**config.mk**
```make
export PLATFORM = sky130hd
export DESIGN_NAME = dmem_lsu_flat
export DESIGN_NICKNAME = d
export VERILOG_FILES = /design/src/rtl/lsu_pkg.sv /design/src/rtl/dmem_lsu_if.sv /design/src/rtl/lsu_lane.sv /design/src/rtl/dmem_lsu.sv /design/src/flat_wrapper.sv
export SDC_FILE = /design/constraint.sdc
export NUM_CORES = 1
export LEC_CHECK = 0
export BUFFER_PORTS_ARGS = -buffer_cell sky130_fd_sc_hd__buf_2
export CAP_MARGIN = 20
export CORE_MARGIN = 10
export CORE_UTILIZATION = 55
export CTS_CLUSTER_DIAMETER = 200
export DETAILED_ROUTE_END_ITERATION = 10
export HOLD_SLACK_MARGIN = 0.06
export PLACE_DENSITY = 0.86
export SLEW_MARGIN = 20
export SYNTH_ARGS = -nofsm -noshare
export SYNTH_HDL_FRONTEND = slang
export SYNTH_SLANG_ARGS = --single-unit
```
**constraint.sdc**
```tcl
create_clock -name clk -period 4.25 [get_ports clk]
set_input_delay 0.6375 -clock clk [delete_from_list [all_inputs] [get_ports clk]]
set_output_delay 0.6375 -clock clk [all_outputs]
set_load 0.02 [all_outputs]
```
**src/rtl/lsu_pkg.sv**
```systemverilog
// rtl/lsu_pkg.sv - shared size encodings, FSM states and alignment helpers for dmem_lsu
package lsu_pkg;

    localparam logic [1:0] SZ_BYTE = 2'd0;
    localparam logic [1:0] SZ_HALF = 2'd1;
    localparam logic [1:0] SZ_WORD = 2'd2;

    typedef enum logic [2:0] {
        ST_IDLE,
        ST_LD_ADDR,
        ST_LD_DATA,
        ST_RMW_ADDR,
        ST_RMW_MERGE,
        ST_WR,
        ST_ERR
    } lsu_state_e;

    function automatic logic is_misaligned(input logic [1:0] size, input logic [1:0] offset);
        case (size)
            SZ_BYTE: is_misaligned = 1'b0;
            SZ_HALF: is_misaligned = offset[0];
            SZ_WORD: is_misaligned = |offset;
            default: is_misaligned = 1'b1;
        endcase
    endfunction

    // Direct stores copy the datum to every lane so IO sinks reading the low half see it.
    function automatic logic [31:0] replicate(input logic [1:0] size, input logic [31:0] data);
        case (size)
            SZ_BYTE: replicate = {4{data[7:0]}};
            SZ_HALF: replicate = {2{data[15:0]}};
            default: replicate = data;
        endcase
    endfunction

endpackage

```
**src/rtl/dmem_lsu_if.sv**
```systemverilog
// rtl/dmem_lsu_if.sv - CPU request/response and DMEM word-bus signals of the load/store unit
interface dmem_lsu_if;
    logic        req_valid;
    logic        req_ready;
    logic        req_we;
    logic [1:0]  req_size;
    logic        req_unsigned;
    logic [31:0] req_addr;
    logic [31:0] req_wdata;
    logic        resp_valid;
    logic [31:0] resp_rdata;
    logic        resp_err;
    logic        mem_we;
    logic [31:0] mem_ask_addr;
    logic [31:0] mem_fetch_addr;
    logic [31:0] mem_wdata;
    logic [31:0] mem_rdata;

    modport slave (
        input  req_valid, req_we, req_size, req_unsigned, req_addr, req_wdata, mem_rdata,
        output req_ready, resp_valid, resp_rdata, resp_err,
               mem_we, mem_ask_addr, mem_fetch_addr, mem_wdata
    );

    modport master (
        output req_valid, req_we, req_size, req_unsigned, req_addr, req_wdata, mem_rdata,
        input  req_ready, resp_valid, resp_rdata, resp_err,
               mem_we, mem_ask_addr, mem_fetch_addr, mem_wdata
    );
endinterface

```
**src/rtl/lsu_lane.sv**
```systemverilog
// rtl/lsu_lane.sv - combinational byte/half lane extract+extend and read-modify-write merge
module lsu_lane
    import lsu_pkg::*;
#(
    parameter bit BIG_ENDIAN = 1'b0
) (
    input  logic [31:0] rd_word_i,
    input  logic [1:0]  offset_i,
    input  logic [1:0]  size_i,
    input  logic        unsigned_i,
    input  logic [31:0] st_data_i,
    output logic [31:0] ld_data_o,
    output logic [31:0] merged_o
);

    logic [1:0]  lane;
    logic        half_hi;
    logic [7:0]  byte_v;
    logic [15:0] half_v;

    always_comb begin
        lane    = BIG_ENDIAN ? ~offset_i : offset_i;
        half_hi = BIG_ENDIAN ? ~offset_i[1] : offset_i[1];
        byte_v  = rd_word_i[{lane, 3'b000} +: 8];
        half_v  = rd_word_i[{half_hi, 4'b0000} +: 16];

        ld_data_o = rd_word_i;
        merged_o  = rd_word_i;
        case (size_i)
            SZ_BYTE: begin
                ld_data_o = {{24{~unsigned_i & byte_v[7]}}, byte_v};
                merged_o[{lane, 3'b000} +: 8] = st_data_i[7:0];
            end
            SZ_HALF: begin
                ld_data_o = {{16{~unsigned_i & half_v[15]}}, half_v};
                merged_o[{half_hi, 4'b0000} +: 16] = st_data_i[15:0];
            end
            default: merged_o = st_data_i;
        endcase
    end

endmodule

```
**src/rtl/dmem_lsu.sv**
```systemverilog
// rtl/dmem_lsu.sv - load/store unit turning sub-word CPU accesses into word-only DMEM cycles
module dmem_lsu
    import lsu_pkg::*;
#(
    parameter int IO_SEL_BIT = 31,
    parameter bit BIG_ENDIAN = 1'b0
) (
    input  logic       clk,
    input  logic       rst_n,
    dmem_lsu_if.slave  bus
);

    lsu_state_e  state_q, state_d;
    logic [1:0]  off_q, off_d;
    logic [1:0]  size_q, size_d;
    logic        uns_q, uns_d;
    logic [31:0] wdata_q, wdata_d;
    logic        mem_we_q, mem_we_d;
    logic [31:0] mem_addr_q, mem_addr_d;
    logic [31:0] mem_wdata_q, mem_wdata_d;
    logic        resp_valid_q, resp_valid_d;
    logic [31:0] resp_rdata_q, resp_rdata_d;
    logic        resp_err_q, resp_err_d;

    logic [31:0] ld_data;
    logic [31:0] merged;
    logic [31:0] word_addr;

    lsu_lane #(.BIG_ENDIAN(BIG_ENDIAN)) u_lane (
        .rd_word_i  (bus.mem_rdata),
        .offset_i   (off_q),
        .size_i     (size_q),
        .unsigned_i (uns_q),
        .st_data_i  (wdata_q),
        .ld_data_o  (ld_data),
        .merged_o   (merged)
    );

    assign word_addr = {bus.req_addr[31:2], 2'b00};

    always_comb begin
        state_d      = state_q;
        off_d        = off_q;
        size_d       = size_q;
        uns_d        = uns_q;
        wdata_d      = wdata_q;
        mem_we_d     = 1'b0;
        mem_addr_d   = mem_addr_q;
        mem_wdata_d  = mem_wdata_q;
        resp_valid_d = 1'b0;
        resp_rdata_d = '0;
        resp_err_d   = 1'b0;

        case (state_q)
            ST_IDLE: begin
                if (bus.req_valid) begin
                    off_d   = bus.req_addr[1:0];
                    size_d  = bus.req_size;
                    uns_d   = bus.req_unsigned;
                    wdata_d = bus.req_wdata;
                    // Errors never touch the address bus, so mem_addr only moves on good requests.
                    if (is_misaligned(bus.req_size, bus.req_addr[1:0])) begin
                        state_d = ST_ERR;
                    end else if (!bus.req_we) begin
                        state_d    = ST_LD_ADDR;
                        mem_addr_d = word_addr;
                    end else if (bus.req_size == SZ_WORD || bus.req_addr[IO_SEL_BIT]) begin
                        state_d     = ST_WR;
                        mem_addr_d  = word_addr;
                        mem_we_d    = 1'b1;
                        mem_wdata_d = replicate(bus.req_size, bus.req_wdata);
                    end else begin
                        state_d    = ST_RMW_ADDR;
                        mem_addr_d = word_addr;
                    end
                end
            end
            ST_LD_ADDR:  state_d = ST_LD_DATA;
            ST_LD_DATA: begin
                resp_valid_d = 1'b1;
                resp_rdata_d = ld_data;
                state_d      = ST_IDLE;
            end
            ST_RMW_ADDR: state_d = ST_RMW_MERGE;
            ST_RMW_MERGE: begin
                mem_wdata_d = merged;
                mem_we_d    = 1'b1;
                state_d     = ST_WR;
            end
            ST_WR: begin
                resp_valid_d = 1'b1;
                state_d      = ST_IDLE;
            end
            ST_ERR: begin
                resp_valid_d = 1'b1;
                resp_err_d   = 1'b1;
                state_d      = ST_IDLE;
            end
            default: state_d = ST_IDLE;
        endcase
    end

    always_ff @(posedge clk or negedge rst_n) begin
        if (!rst_n) begin
            state_q      <= ST_IDLE;
            off_q        <= '0;
            size_q       <= '0;
            uns_q        <= 1'b0;
            wdata_q      <= '0;
            mem_we_q     <= 1'b0;
            mem_addr_q   <= '0;
            mem_wdata_q  <= '0;
            resp_valid_q <= 1'b0;
            resp_rdata_q <= '0;
            resp_err_q   <= 1'b0;
        end else begin
            state_q      <= state_d;
            off_q        <= off_d;
            size_q       <= size_d;
            uns_q        <= uns_d;
            wdata_q      <= wdata_d;
            mem_we_q     <= mem_we_d;
            mem_addr_q   <= mem_addr_d;
            mem_wdata_q  <= mem_wdata_d;
            resp_valid_q <= resp_valid_d;
            resp_rdata_q <= resp_rdata_d;
            resp_err_q   <= resp_err_d;
        end
    end

    assign bus.req_ready      = (state_q == ST_IDLE);
    assign bus.resp_valid     = resp_valid_q;
    assign bus.resp_rdata     = resp_rdata_q;
    assign bus.resp_err       = resp_err_q;
    assign bus.mem_we         = mem_we_q;
    assign bus.mem_ask_addr   = mem_addr_q;
    assign bus.mem_fetch_addr = mem_addr_q;
    assign bus.mem_wdata      = mem_wdata_q;

endmodule

```
**src/flat_wrapper.sv**
```systemverilog
// flat-port wrapper written by rule: the top's interface ports become plain ports
module dmem_lsu_flat import lsu_pkg::*;
#(
    parameter int IO_SEL_BIT = 31,
    parameter bit BIG_ENDIAN = 1'b0
)
  (clk, rst_n, bus_req_valid, bus_req_we, bus_req_size, bus_req_unsigned, bus_req_addr, bus_req_wdata, bus_mem_rdata, bus_req_ready, bus_resp_valid, bus_resp_rdata, bus_resp_err, bus_mem_we, bus_mem_ask_addr, bus_mem_fetch_addr, bus_mem_wdata);
  dmem_lsu_if bus_i ();
  input  logic clk;
  input  logic rst_n;
  input wire logic [$bits(bus_i.req_valid)-1:0] bus_req_valid;
  input wire logic [$bits(bus_i.req_we)-1:0] bus_req_we;
  input wire logic [$bits(bus_i.req_size)-1:0] bus_req_size;
  input wire logic [$bits(bus_i.req_unsigned)-1:0] bus_req_unsigned;
  input wire logic [$bits(bus_i.req_addr)-1:0] bus_req_addr;
  input wire logic [$bits(bus_i.req_wdata)-1:0] bus_req_wdata;
  input wire logic [$bits(bus_i.mem_rdata)-1:0] bus_mem_rdata;
  output wire logic [$bits(bus_i.req_ready)-1:0] bus_req_ready;
  output wire logic [$bits(bus_i.resp_valid)-1:0] bus_resp_valid;
  output wire logic [$bits(bus_i.resp_rdata)-1:0] bus_resp_rdata;
  output wire logic [$bits(bus_i.resp_err)-1:0] bus_resp_err;
  output wire logic [$bits(bus_i.mem_we)-1:0] bus_mem_we;
  output wire logic [$bits(bus_i.mem_ask_addr)-1:0] bus_mem_ask_addr;
  output wire logic [$bits(bus_i.mem_fetch_addr)-1:0] bus_mem_fetch_addr;
  output wire logic [$bits(bus_i.mem_wdata)-1:0] bus_mem_wdata;
  assign bus_i.req_valid = bus_req_valid;
  assign bus_i.req_we = bus_req_we;
  assign bus_i.req_size = bus_req_size;
  assign bus_i.req_unsigned = bus_req_unsigned;
  assign bus_i.req_addr = bus_req_addr;
  assign bus_i.req_wdata = bus_req_wdata;
  assign bus_i.mem_rdata = bus_mem_rdata;
  assign bus_req_ready = bus_i.req_ready;
  assign bus_resp_valid = bus_i.resp_valid;
  assign bus_resp_rdata = bus_i.resp_rdata;
  assign bus_resp_err = bus_i.resp_err;
  assign bus_mem_we = bus_i.mem_we;
  assign bus_mem_ask_addr = bus_i.mem_ask_addr;
  assign bus_mem_fetch_addr = bus_i.mem_fetch_addr;
  assign bus_mem_wdata = bus_i.mem_wdata;
  dmem_lsu #(.IO_SEL_BIT(IO_SEL_BIT), .BIG_ENDIAN(BIG_ENDIAN)) u_core (.clk(clk), .rst_n(rst_n), .bus(bus_i));
endmodule
```
# [Word level (Yosys, flattened, before mapping)]
# Cells that the tools add are included.
[totals] register_bits=137 input_bits=103 out_inout_bits=132
[classes] n_addsub=2 n_eq_ne=13 shift=6 muxes=26 n_bitwise=4 n_reduce_logical=10
[ops] op="one-hot mux 32 bit (2 select lines)" count=4
[ops] op="two-way mux 32 bit" count=5
[ops] op="bitwise mux 32 bit" count=2
[ops] op="variable shift 16 x 7 -> 32 bit, first input constant" count=1
[ops] op="variable shift 8 x 7 -> 32 bit, first input constant" count=1
[ops] op="variable part select 16 x 7 -> 32 bit" count=1
[ops] op="variable part select 32 x 6 -> 16 bit" count=1
[ops] op="variable part select 32 x 6 -> 8 bit" count=1
[ops] op="variable part select 8 x 7 -> 32 bit" count=1
[ops] op="negator 5 -> 7 bit" count=2
[ops] op="two-way mux 3 bit" count=4
[ops] op="one-hot mux 3 bit (4 select lines)" count=1
[ops] op="== test 3 bit, second input constant" count=3
[ops] op="two-way mux 1 bit" count=8
[ops] op="== test 3 x 2 -> 1 bit, second input constant" count=2
[ops] op="!= test 2 bit, second input constant" count=3
[ops] op="AND reduction 5 bit" count=1
[ops] op="== test 2 x 1 -> 1 bit, second input constant" count=2
[ops] op="logical NOT 2 bit" count=2
[ops] op="== test 3 x 1 -> 1 bit, second input constant" count=1
[ops] op="logical NOT 3 bit" count=1
[ops] op="one-hot mux 1 bit (3 select lines)" count=1
[ops] op="AND reduction 3 bit" count=1
[ops] op="OR reduction 3 bit" count=1
[ops] op="9 further kinds" count=11

# [Depth between registers and ports, before layout]
[logic_depth] depth_word=7 depth_mapped=11

# [Cells and area by module]
# A second synthesis with hierarchy kept.
[hier_totals] hier_cells=727 hier_area_um2=8037.7
[by_module_without_submodules] module="dmem_lsu" instances=1 cells_per_inst=443 area_each_um2=6039.5 seq_area_each_um2=3428.3
[by_module_without_submodules] module="lsu_lane" instances=1 cells_per_inst=284 area_each_um2=1998.2 seq_area_each_um2=0.0

# [Least setup slack after synthesis]
# Ideal clock, no wire load.
[synth_timing] path_type="register -> register" from="reg u_core.off_q[1]" to="reg u_core.mem_wdata_q[31] (netlist: u_core.bus.mem_wdata[31])" setup_time_ns=0.126 arrival_ns=2.413 t_required_ns=4.124 slack_ns=1.710 path_stages_with_launch=12 period_less_slack_ns=2.540 cell_sequence="dfrtp_1 -> buf_4 -> buf_2 -> buf_4 -> inv_1 -> ha_1 -> clkbuf_1 -> nor4bb_1 -> clkbuf_1 -> a221oi_1 -> nor3_1 -> a311o_1"
[synth_via] elab_chain_len=5 elab_cells_between_ends=10 cone_classes="add/sub: 2; shift: 4; mux: 4"
[synth_lines] element="from (decl)" line_no="dmem_lsu.sv:14" rtl="logic [1:0] off_q, off_d;"
[synth_lines] element="from (signal assigned)" line_no="dmem_lsu.sv:106" rtl="off_q <= '0;"
[synth_lines] element="from (signal assigned)" line_no="dmem_lsu.sv:118" rtl="off_q <= off_d;"
[synth_lines] element="negator 5 -> 7 bit, on equally long branches" line_no="lsu_lane.sv:36, lsu_lane.sv:32"
[synth_lines] element="variable part select 16 x 7 -> 32 bit (tied with other cells)" line_no="lsu_lane.sv:36" rtl="merged_o[{half_hi, 4'b0000} +: 16] = st_data_i[15:0];"
[synth_lines] element="bitwise mux 32 bit, on equally long branches" line_no="lsu_lane.sv:36, lsu_lane.sv:32"
[synth_lines] element="one-hot mux 32 bit (2 select lines) *" line_no="lsu_lane.sv:29" rtl="case (size_i)"
[synth_lines] element="one-hot mux 32 bit (2 select lines) *" line_no="dmem_lsu.sv:54" rtl="case (state_q)"
[synth_lines] element="to (signal assigned)" line_no="dmem_lsu.sv:124" rtl="mem_wdata_q <= mem_wdata_d;"
[synth_lines] element="to (decl)" line_no="dmem_lsu.sv:20" rtl="logic [31:0] mem_wdata_q, mem_wdata_d;"
# Every way passes the cells marked *; elsewhere a longest branch is shown, timed or not.
# A chain may end at the register's enable or synchronous reset.

# [Final worst setup path]
[layout_timing] from="reg u_core.off_q[1]" to="reg u_core.mem_wdata_q[13] (netlist: u_core.bus.mem_wdata[13])"
# Same word-level chain as after synthesis.

==> flow_summary_export.csv <==
group,metric,value,unit
cts,clk_pin_slew,60,ps
floorplan,boundaryPins,235,
floorplan,start_util,56.0,%
outcome,outcome,"finished clean",
setup_path,r2r_start,"u_core.off_q[1]",
drt,totalWireLength,26800,um
grt,antenna_found_initial,1,
cts,insertion_delay,430,ps
synth,syn_avg_cell_area,11.0,um^2
place,io_buffers,230,
synth,async_flop_share,100,%
power,p_seq_share,31.0,%
layout,synthToLayoutAreaGrowth,17.8,%
grt,grt_overflow_total,0,
timing,min_period_over_period,66.5,%
power,combinationalPowerShare,50.7,%
drt,vias_per_cell,6.55,
setup_path,slowest_stage,"dfrtp_2",
timing,setup_tns,0,ps
floorplan,dieArea,20000,um^2
layout,seq_area,3430,um^2
timing,grt_setup_unrepaired,"no",
drt,vias,7188,
place,globalplace.congestion,0.962,
grt,grt_pass1_wl,40600,um
grt,grt_pass1_vias,7070,
setup_path,cpMostUsedCell,"a221o_1",
drt,drt-initial-drc-count,958,
synth,synth_fa_ha_area_share,0.771,%
power,power,0.00797,W
synth,synth_area,8110,um^2
setup_path,required,4570,ps
place,dp_hpwl,18900,um
synth,yosys-top-cells-area,"dfrtp_1 42%, mux2_2 6.8%, mux2_1 4.2%",
power,internal-power,0.00436,W
grt,met2_usage,40.3,%
setup_path,crit_chain,"inv_1 > ha_1 > and4b_1 > a221o_1 > a221o_1 > o311a_1",
timing,fmax,354,MHz
setup_path,start_kind,"register",
timing,hold_violations,0,
power,powerDensity,834,nW/um^2
cts,cts.sinks,137,
grt,grt_max_degree,102,
floorplan,die_y,141,um
synth,synth_cells,739,
synth,yosys.area.top_type,"dfrtp_1",
synth,synth_compound_area_share,21.5,%
floorplan,core_area,14500,um^2
cts,h-tree-depth,4,
synth,synth_seq_area_share,42.3,%
timing,period_needed,2830,ps
synth,synth-simple-area-share,10.2,%
timing,tightest_slew,1030,ps
drt,ant_nets,0,
layout,drive_gt1_share,38.7,%
cts,cts_resized,0,
drt,dr.pass1.iters,5,
grt,busiest_layer,"met2",
drt,wl_per_cell,24.4,um
timing,report.final.slew_viol_count,0,
synth,synth_ff_type,"dfrtp_1",
cts,root_buffer,"clkbuf_16",
cts,cts_buffer_depth,2,
setup_path,crit_path_end_kind,"register",
cts,cts_tree,"built",
layout,n_fill_cell,1129,
layout,nets,1006,
synth,synth_commonest_cells,"137 x dfrtp_1, 49 x mux2_2, 37 x buf_4, 31 x a211oi_1, 30 x mux2_1",
setup_path,crit_start,"u_core.off_q[1]",
flow_run,maxCapViolCount,0,
timing,holdWs,320,ps
synth,synth_top_family_by_area,"compound AO/OA/AOI/OAI gates",
timing,slew_headroom,31.4,%
synth,synth_edf_count,0,
cts,post_cts_buffers,0,
synth,yosys_warnings,0,
timing,skew,10.9,ps
power,p_sw,0.00361,W
synth,synth-seq-cells,137,
setup_path,cp.arrival,3140,ps
drt,drc_errors,0,
worst_hold_path,hp-class,"in -> async",
synth,synth_xor_area_share,0,%
setup_path,cp_max_fo,19,
synth,synthDistinctLibCells,59,
cts,postCtsHoldBufs,0,
grt,grtUsageMet1,31.3,%
grt,gr-usage-met3,7.48,%
power,clkPwrFrac,18.3,%
grt,globalRouteTotalUtil,25.5,%
setup_path,critPathKind,"reg -> reg",
layout,multi_input_area,4020,um^2
floorplan,die_x,141,um
power,p_leak,4.40,nW
power,power_switching_share,45.3,%
synth,synth_mux_area_share,16.8,%
timing,setup_viol,0,
floorplan,fp-row-count,44,
power,vdd.ir_drop.worst,0.000542,V
setup_path,cpPeakStageDelay,720,ps
synth,synth.most_common_cell,"dfrtp_1",
cts,numCtsBuffers,17,
synth,synth_top_area_share,42.3,%
[path summary, 6_finish.rpt]
| kind | end | slack [ps] | depth (start not counted) |
|---|---|---|---|
| worst min register to register | u_core.bus.mem_ask_addr[3] | 500 | 1 |
| worst max-delay path | u_core.bus.mem_wdata[13] | 1420 | 6 |
| min in group clk | u_core.bus.mem_ask_addr[18] | 410 | 2 |
| max in group asynchronous | u_core.bus.resp_rdata[4] | 3100 | 2 |
| worst min-delay path | u_core.bus.resp_rdata[9] | 320 | 1 |
| worst max register to register | u_core.bus.mem_wdata[13] | 1420 | 6 |
[final cells by class]
type / instances / area share [%]
diodes: 2 / 0.0524
clock buffers: 20 / 4.88
clock inverters: 12 / 1.20
inverters: 10 / 0.393
multi-input cells: 489 / 42.0
flip-flops and latches: 137 / 35.9
well taps: 184 / 2.41
repair buffers: 243 / 13.1
[layer usage]
layer,up-vias,part of all wire (%)
met4,0,4.5
met2,489,48
met3,88,11
met1,3489,37
met5,-,0
li1,3122,-
[through the flow]
| stage | instances | area (um^2) | utilization (%) | setup slack (ps) |
|---|---|---|---|---|
| final | 1097 | 9560 | 66.0 | 1420 |
| after global routing | 1095 | 9550 | 66.0 | 1320 |
| after CTS | 1095 | 9550 | 66.0 | 1500 |
| after detailed placement | 1063 | 8970 | 62.0 | 1230 |
| after global placement | 1063 | 8970 | 62.0 | 1310 |
| after floorplan | 742 | 8120 | - | 1710 |
[logic make-up after synthesis]
logic type | after synthesis
multiplexers | 115
buffers and inverters | 116
adder cells (fa/ha/maj) | 5
AND/OR/NAND/NOR | 136
other | 1
AO/OA/AOI/OAI | 229
flip-flops | 137
[power groups by stage]
stage / clock, W / combinational (W) / sequential [W]
after floorplan: 0 / 0.00271 / 0.00273
after global placement: 0 / 0.00389 / 0.00244
after detailed placement: 0 / 0.00397 / 0.00246
after CTS: 0.00146 / 0.00402 / 0.00244
after global routing: 0.00152 / 0.00431 / 0.00252
final: 0.00146 / 0.00404 / 0.00248
[state kept, by name, indices dropped and copies added, names as in the netlist, 2 cells and up]
signal                   count
u_core.bus.mem_ask_addr     30
u_core.bus.mem_wdata        32
u_core.bus.resp_rdata       32
u_core.off_q                 2
u_core.size_q                2
u_core.state_q               3
u_core.wdata_q              32
[cell usage in the layout, fill, tap and decap left out, types with 24 or more instances in the layout]
| cell | n |
|---|---|
| a221o_1 | 24 |
| a21oi_1 | 28 |
| a211oi_1 | 31 |
| buf_2 | 229 |
| mux2_2 | 49 |
| dfrtp_1 | 136 |
| mux2_1 | 30 |
| mux2i_1 | 27 |
| o21ai_0 | 27 |
| nand2b_1 | 26 |
[critical path: cells and delay by family, from the launching register on]
family | cells | cell delay (ps)
AOI/OAI and AO/OA | 3 | 820
DFF | 1 | 720
adders and majority gates | 1 | 480
and+or+nand+nor | 1 | 370
buffers and inverters | 1 | 320
Note: power is estimated with default switching activity, not from simulation.
